[config.mk]
export PLATFORM = sky130hd
export DESIGN_NAME = seg_scan_ctrl
export DESIGN_NICKNAME = d
export VERILOG_FILES = /design/src/rtl/seg_scan_ctrl.sv
export SDC_FILE = /design/constraint.sdc
export NUM_CORES = 1
export LEC_CHECK = 0
export CAP_MARGIN = 10
export CORE_AREA = 2 2 94 73
export CTS_BUF_LIST = sky130_fd_sc_hd__clkbuf_4 sky130_fd_sc_hd__clkbuf_8
export DETAILED_ROUTE_END_ITERATION = 8
export DIE_AREA = 0 0 96 75
export PLACE_DENSITY = 0.88
export SLEW_MARGIN = 30
export SYNTH_ARGS = -nofsm -noshare
export SYNTH_HDL_FRONTEND = slang
export SYNTH_SLANG_ARGS = --single-unit
[constraint.sdc]
create_clock -name clk_i -period 2.1 [get_ports clk_i]
set_input_delay 0.21 -clock clk_i [delete_from_list [all_inputs] [get_ports clk_i]]
set_output_delay 0.21 -clock clk_i [all_outputs]
set_load 0.005 [all_outputs]
[src/rtl/seg_scan_ctrl.sv]
// +--------------------------------------------------------------------------+
// | seg_scan_ctrl: 4-digit seven-segment scan controller sharing one decoder |
// | Rev 1.0                                                                  |
// +--------------------------------------------------------------------------+
`default_nettype none

module seg_scan_ctrl #(
  parameter int PRESCALE  = 50000,
  parameter int BLANK_CYC = 16
) (
  input  logic        clk_i,
  input  logic        rst_i,
  input  logic        enable_i,
  input  logic [15:0] value_i,
  input  logic        load_i,
  input  logic [3:0]  dp_mask_i,
  input  logic        lz_blank_i,
  output logic [3:0]  hex_sel_o,
  input  logic [7:0]  dec_seg_i,
  output logic [7:0]  seg_o,
  output logic [3:0]  an_o,
  output logic        frame_done_o
);

  localparam int CW = $clog2(PRESCALE);

  localparam logic [CW-1:0] c_CNT_LAST   = CW'(PRESCALE - 1);
  localparam logic [CW-1:0] c_BLANK_LAST = CW'(BLANK_CYC - 1);

  localparam logic [1:0] c_ST_IDLE  = 2'd0;
  localparam logic [1:0] c_ST_BLANK = 2'd1;
  localparam logic [1:0] c_ST_DRIVE = 2'd2;

  logic [1:0]    st_q, st_d;
  logic [CW-1:0] cnt_q, cnt_d;
  logic [1:0]    dig_q, dig_d;
  logic [15:0]   disp_q, disp_d;
  logic [15:0]   pend_q, pend_d;
  logic          pend_v_q, pend_v_d;
  logic          fd_q, fd_d;
  logic [7:0]    seg_q, seg_d;
  logic [3:0]    an_q, an_d;

  logic w_apply;
  logic w_suppress;
  logic w_lit;

  always_comb begin
    st_d     = st_q;
    cnt_d    = cnt_q;
    dig_d    = dig_q;
    disp_d   = disp_q;
    pend_d   = pend_q;
    pend_v_d = pend_v_q;
    fd_d     = 1'b0;
    w_apply  = (st_q == c_ST_IDLE);

    if (!enable_i) begin
      st_d  = c_ST_IDLE;
      cnt_d = '0;
      dig_d = 2'd0;
    end else begin
      case (st_q)
        c_ST_IDLE: begin
          st_d  = c_ST_BLANK;
          cnt_d = '0;
          dig_d = 2'd0;
        end
        c_ST_BLANK: begin
          cnt_d = cnt_q + 1'b1;
          if (cnt_q == c_BLANK_LAST) begin
            st_d = c_ST_DRIVE;
          end
        end
        c_ST_DRIVE: begin
          if (cnt_q == c_CNT_LAST) begin
            cnt_d = '0;
            dig_d = dig_q + 2'd1;
            st_d  = c_ST_BLANK;
            // Wrapping out of digit 3 is the only frame boundary where a new value may land.
            if (dig_q == 2'd3) begin
              fd_d    = 1'b1;
              w_apply = 1'b1;
            end
          end else begin
            cnt_d = cnt_q + 1'b1;
          end
        end
        default: begin
          st_d  = c_ST_IDLE;
          cnt_d = '0;
          dig_d = 2'd0;
        end
      endcase
    end

    if (w_apply && pend_v_q) begin
      disp_d   = pend_q;
      pend_v_d = 1'b0;
    end
    if (load_i) begin
      pend_d   = value_i;
      pend_v_d = 1'b1;
    end
  end

  always_comb begin
    w_suppress = 1'b0;
    if (lz_blank_i) begin
      case (dig_q)
        2'd1:    w_suppress = (disp_q[15:4]  == 12'd0);
        2'd2:    w_suppress = (disp_q[15:8]  == 8'd0);
        2'd3:    w_suppress = (disp_q[15:12] == 4'd0);
        default: w_suppress = 1'b0;
      endcase
    end
  end

  // Pins are registered from the next state so they light exactly during DRIVE cycles.
  always_comb begin
    w_lit = (st_d == c_ST_DRIVE) && !w_suppress;
    an_d  = 4'hF;
    seg_d = 8'hFF;
    if (w_lit) begin
      an_d  = ~(4'b0001 << dig_q);
      seg_d = {dec_seg_i[7] & ~dp_mask_i[dig_q], dec_seg_i[6:0]};
    end
  end

  always_ff @(posedge clk_i or posedge rst_i) begin
    if (rst_i) begin
      st_q     <= c_ST_IDLE;
      cnt_q    <= '0;
      dig_q    <= 2'd0;
      disp_q   <= 16'd0;
      pend_q   <= 16'd0;
      pend_v_q <= 1'b0;
      fd_q     <= 1'b0;
      seg_q    <= 8'hFF;
      an_q     <= 4'hF;
    end else begin
      st_q     <= st_d;
      cnt_q    <= cnt_d;
      dig_q    <= dig_d;
      disp_q   <= disp_d;
      pend_q   <= pend_d;
      pend_v_q <= pend_v_d;
      fd_q     <= fd_d;
      seg_q    <= seg_d;
      an_q     <= an_d;
    end
  end

  assign hex_sel_o    = disp_q[{dig_q, 2'b00} +: 4];
  assign seg_o        = seg_q;
  assign an_o         = an_q;
  assign frame_done_o = fd_q;

endmodule

`default_nettype wire

* Word-level counts from Yosys, hierarchy flattened
Cells that the tools add are included.
Word-level totals: input bits 33, register bits 66, logic and storage cells 62, output and inout bits 17
Operators by class: mux-type cells 26, order comparisons 1, bitwise operators 3, add/subtract/negate cells 2, shift operators 2, equality and inequality tests 10, reductions and logical operators 9
Operator list (count):
- $mux 16 | 2
- $pmux 16 s2 | 1
- $add 16x1->16 const B | 1
- $eq 16x16->1 const B | 1
- $eq 16x4->1 const B | 1
- $shiftx 16x5->4 | 1
- $logic_not 12->1 | 1
- $mux 1 | 12
- $mux 2 | 5
- $eq 2x2->1 const B | 4
- $logic_not 8->1 | 1
- $mux 8 | 1
- $pmux 2 s3 | 1
- $eq 2x1->1 const B | 2
- $logic_not 4->1 | 1
- $mux 4 | 1
- $not 4->4 | 1
- $pmux 2 s2 | 1
- $shl 1x2->4 const A | 1
- $lt 2x3->1 const B | 1
- $ne 3x3->1 const B | 1
- $pmux 1 s3 | 1
- $add 2x1->2 const B | 1
- $bmux 1 s2 | 1
- other kinds (8) | 9

* Longest topological paths before layout
depth in word-level cells 8, mapped depth 8, depth with buffers taken out 6

* Worst setup path before layout
No wires, ideal clock.
kind reg2reg, start reg dig_q[0], end reg seg_q[1] (netlist: seg_o[1]), required time 2.032 ns, path slack -0.181 ns, arrival 2.214 ns, path buffers 2, stages on the path, launching flop included 9, period minus slack after synthesis 2.281 ns, setup time 0.068 ns, cells stage by stage dfrtp_1 clkbuf_1 inv_1 ha_1 or4b_2 nor3_1 o21ai_0 clkbuf_1 nand4b_1
On the way: word-level cells in the longest chain between the ends 6, elaborated cells between the ends (all ways) 8, classes of those cells eq/ne: 3; mux: 3; reduce/logical: 2
Ends and longest elaborated chain:
- start: declaration | RTL line 36 | logic [1:0] dig_q, dig_d;
- start signal: assignment | RTL line 144 | dig_q <= dig_d;
- $eq 2x2->1 / $eq 2x1->1 (equally long branches) | RTL line 110 | case (dig_q)
- $pmux 1 s3 (*) | RTL line 110
- $mux 1 (*) | RTL line 109 | if (lz_blank_i) begin
- $logic_not 1->1 (*) | RTL line 121 | w_lit = (st_d == c_ST_DRIVE) && !w_suppress;
- $logic_and 1x1->1 (*) | RTL line 121
- $mux 8 (*) | RTL line 124 | if (w_lit) begin
- net seg_d[1] | RTL line 41 | logic [7:0] seg_q, seg_d;
- end signal: assignment | RTL line 149 | seg_q <= seg_d;
- end: declaration | RTL line 41
The timed path passes the listed nets; every way through them passes the cells marked *. A chain may end at the register's enable or synchronous reset.

* Worst setup path in the final report
start reg cnt_q[0], end reg an_q[3] (netlist: an_o[3])
On the way: word-level cells in the longest chain between the ends 7, elaborated cells between the ends (all ways) 9, classes of those cells eq/ne: 3; mux: 5; reduce/logical: 1
Ends and longest elaborated chain:
- start: declaration | RTL line 35 | logic [CW-1:0] cnt_q, cnt_d;
- start signal: assignment | RTL line 143 | cnt_q <= cnt_d;
- $eq 16x16->1 / $eq 16x4->1 (equally long branches) | RTL line 76, 71
- $mux 2 (on tied branches) | RTL line 76, 71
- $pmux 2 s3 (*) | RTL line 63 | case (st_q)
- $mux 2 (*) | RTL line 58 | if (!enable_i) begin
- $eq 2x2->1 (*) | RTL line 121
- $logic_and 1x1->1 (*) | RTL line 121
- $mux 4 (*) | RTL line 124
- net an_d[3] | RTL line 42 | logic [3:0] an_q, an_d;
- end signal: assignment | RTL line 150 | an_q <= an_d;
- end: declaration | RTL line 42
Marks and branches as above.

==> out/qor.yml <==
outcome:
  status: "finished clean"
cts:
  clk_pin_slew_worst_paths_ps: 70
  h-tree-depth: 3
  cts_made_buffers: 9
  cts_buffer_depth: 2
  clock_latency_ps: 350
  cts-root-buf: "clkbuf_8"
  tritoncts: "built"
  clock_sinks: 66
power:
  cellPowerDensity_mw_per_mm2: 718
  intPower_uw: 2160
  ir_drop_mv: 0.347
  p_clk_share_pct: 36.1
  p_comb_share_pct: 12.8
  p_seq_share_pct: 51.1
  switchingPower_uw: 694
  total_power_uw: 2860
  p_leak_uw: 0.00168
  swShare_pct: 24.3
layout:
  antenna_cells: 0
  final_common_cell: "dfrtp_1"
  syn_to_final_growth_pct: 29.7
  drive_gt1_share_pct: 31.0
  nets: 341
  final_cell_mix: "dfrtp_1, clkdlybuf4s50_1, mux2_2, nor2_1"
sta:
  timing.final.crit_share_pct: 95.1
  fin_crit_ps: 2000
  worst_pin_slew_ps: 413
  max_freq_mhz: 501
  maxSlewHeadroom_pct: 72.3
  hold_viol_final: 0
  setup_viol: 0
  rsz0062_at_grt: "no"
  fin_skew_ps: 9.75
  hold_ws_ps: 229
  finalMaxSlewViolations: 0
logic_synthesis:
  synth_cells: 232
  synthTopCellsByArea: "dfrtp_1, dfstp_2, mux2_2"
  async_reset_ff_share_pct: 100
  synth-seq-cells: 66
  synth-warning-count: 0
  ys_seq_area_share_pct: 54.3
  synth.distinct_cells: 40
  synth_top_area_cell: "dfrtp_1"
  syn_nets: 275
  syn_avg_cell_area_um2: 13.2
  synth_top_flop_cell: "dfrtp_1"
  synth_area_mm2: 0.00307
  synth_top_area_share_pct: 44.0
  synth_edf_count: 0
die:
  dieHeight_um: 75
  core-area_mm2: 0.00622
  rows: 25
  die-area_mm2: 0.00720
  floorplan.initialDensity_pct: 49.3
  ios: 50
  die_width_um: 96
critical_path:
  rr_startpoint: "cnt_q[0]$_DFF_PP0_"
  rr_endpoint: "an_o[3]$_DFF_PP1_"
  worstPathMaxFanout: 13
  required_ps: 2360
  path_class: "flop to flop"
  r2r_slack_ps: 100
  ff2ff_path_depth: 7
  crit_path_start: "cnt_q[0]$_DFF_PP0_"
  cp-start-kind: "flop"
  worst_setup_path_end_kind: "flop"
  crit_end: "an_o[3]$_DFF_PP1_"
  worstPathArrival_ps: 2250
drt:
  first_pass_iters: 4
  postRouteAntennaNets: 0
  avgRoutedWirePerCell_um: 15.9
  drt-total-wl_um: 6110
  drc_errors: 0
  viasPerCell: 5.32
  vias: 2044
  drtIter0Drc: 89
global_routing:
  track_usage_pct: 18.2
  grt_overflow_total: 0
  grt_pass1_wl_um: 9700
  grt_pass1_vias: 2036
  grt_start_max_net_pins: 43
  antenna_found_initial: 0
run:
  drv_cap: 0
placed_design:
  portBuffers: 49
  gp_congestion: 0.766
  hpwlAfterDp_um: 4400
worst_hold_path:
  hold_class: "input pin to asynchronous set/reset pin"
[power by group through the flow]
stage | combinational, µW | clock [µW] | sequential (µW)
floorplan | 233 | 0 | 1440
global placement | 354 | 0 | 1470
detailed placement | 367 | 0 | 1480
CTS | 372 | 1060 | 1460
global route | 393 | 1120 | 1470
finish | 366 | 1030 | 1460
[cells by family after synthesis]
| kind of cell | Yosys count | synth area share, % |
|---|---|---|
| AND/OR/NAND/NOR | 77 | 15.0 |
| AO/OA/AOI/OAI | 11 | 3.22 |
| XOR/XNOR | 14 | 4.00 |
| buffers and inverters | 17 | 2.77 |
| multiplexers | 37 | 16.6 |
| adder cells (fa/ha/maj) | 10 | 4.08 |
| flip-flops | 66 | 54.3 |
[worst min-delay path by stage]
stage,slack (ps),end,cells after the start
detailed placement,490,cnt_q[0]$_DFF_PP0_,1
finish,230,cnt_q[12]$_DFF_PP0_,3
global route,250,cnt_q[4]$_DFF_PP0_,3
global placement,470,cnt_q[0]$_DFF_PP0_,1
CTS,220,st_q[1]$_DFF_PP0_,3
floorplan,330,seg_o[0]$_DFF_PP1_,1
[final cells by class]
cell class	instances	area, µm²
Fill cell	477	2250
Sequential cell	66	1670
Multi-Input combinational cell	149	1330
Timing Repair Buffer	65	658
Clock buffer	9	124
Tap cell	81	101
Clock inverter	7	70.1
Inverter	7	26.3
[sequential cells by signal, summed over array words and instances (netlist names)]
name          cells
an_o              4
seg_o             8
pend_q           16
dig_q             2
cnt_q            16
frame_done_o      1
disp_q           16
st_q              2
pend_v_q          1
[metal layers]
layer,up-vias,GRT usage (%),wire length [µm]
li1,955,-,-
met1,1029,23.6,2790
met2,51,29.1,2890
met3,9,7.31,353
met4,0,3.97,69
met5,-,0,0
[timing repair]
item,CTS,global route
gates resized for setup,2,6
setup buffers,2,1
pin swaps,1,0
hold buffers,0,0
endpoints found under the setup margin,8,29
endpoints found under the hold margin,0,0
[critical path, cell delays in order (launching register included)]
cell and delay [ps]:
dfrtp_1 390, ha_1 230, and3_1 240, and3_1 360
a21oi_2 120, a211oi_4 210, buf_4 220, nand4b_1 130
[synthesized netlist by cell type (3+ instances only)]
cell type / instances
xnor2_1: 7
nor2b_1: 3
mux2_2: 22
dfstp_2: 12
ha_1: 10
mux2_4: 10
nor2_1: 21
nor3_1: 3
nand4_1: 11
dfrtp_1: 54
nand3_1: 7
inv_1: 7
clkbuf_1: 4
and3_1: 5
xor2_1: 7
nand4b_1: 8
nand2_1: 8
mux4_2: 5
[through the flow]
stage                     instances  TNS, ps  utilization (%)  setup slack [ps]  area, µm²
final                           384        0             63.9               104       3980
after global routing            384        0             63.9              16.8       3980
after CTS                       383        0             63.4              4.31       3950
after detailed placement        365    -10.8             59.8             -10.8       3720
after global placement          365        0             59.8              68.8       3720
after floorplan                 232        0                -              41.7       3070
No activity file was read; power rests on OpenSTA's default activity.
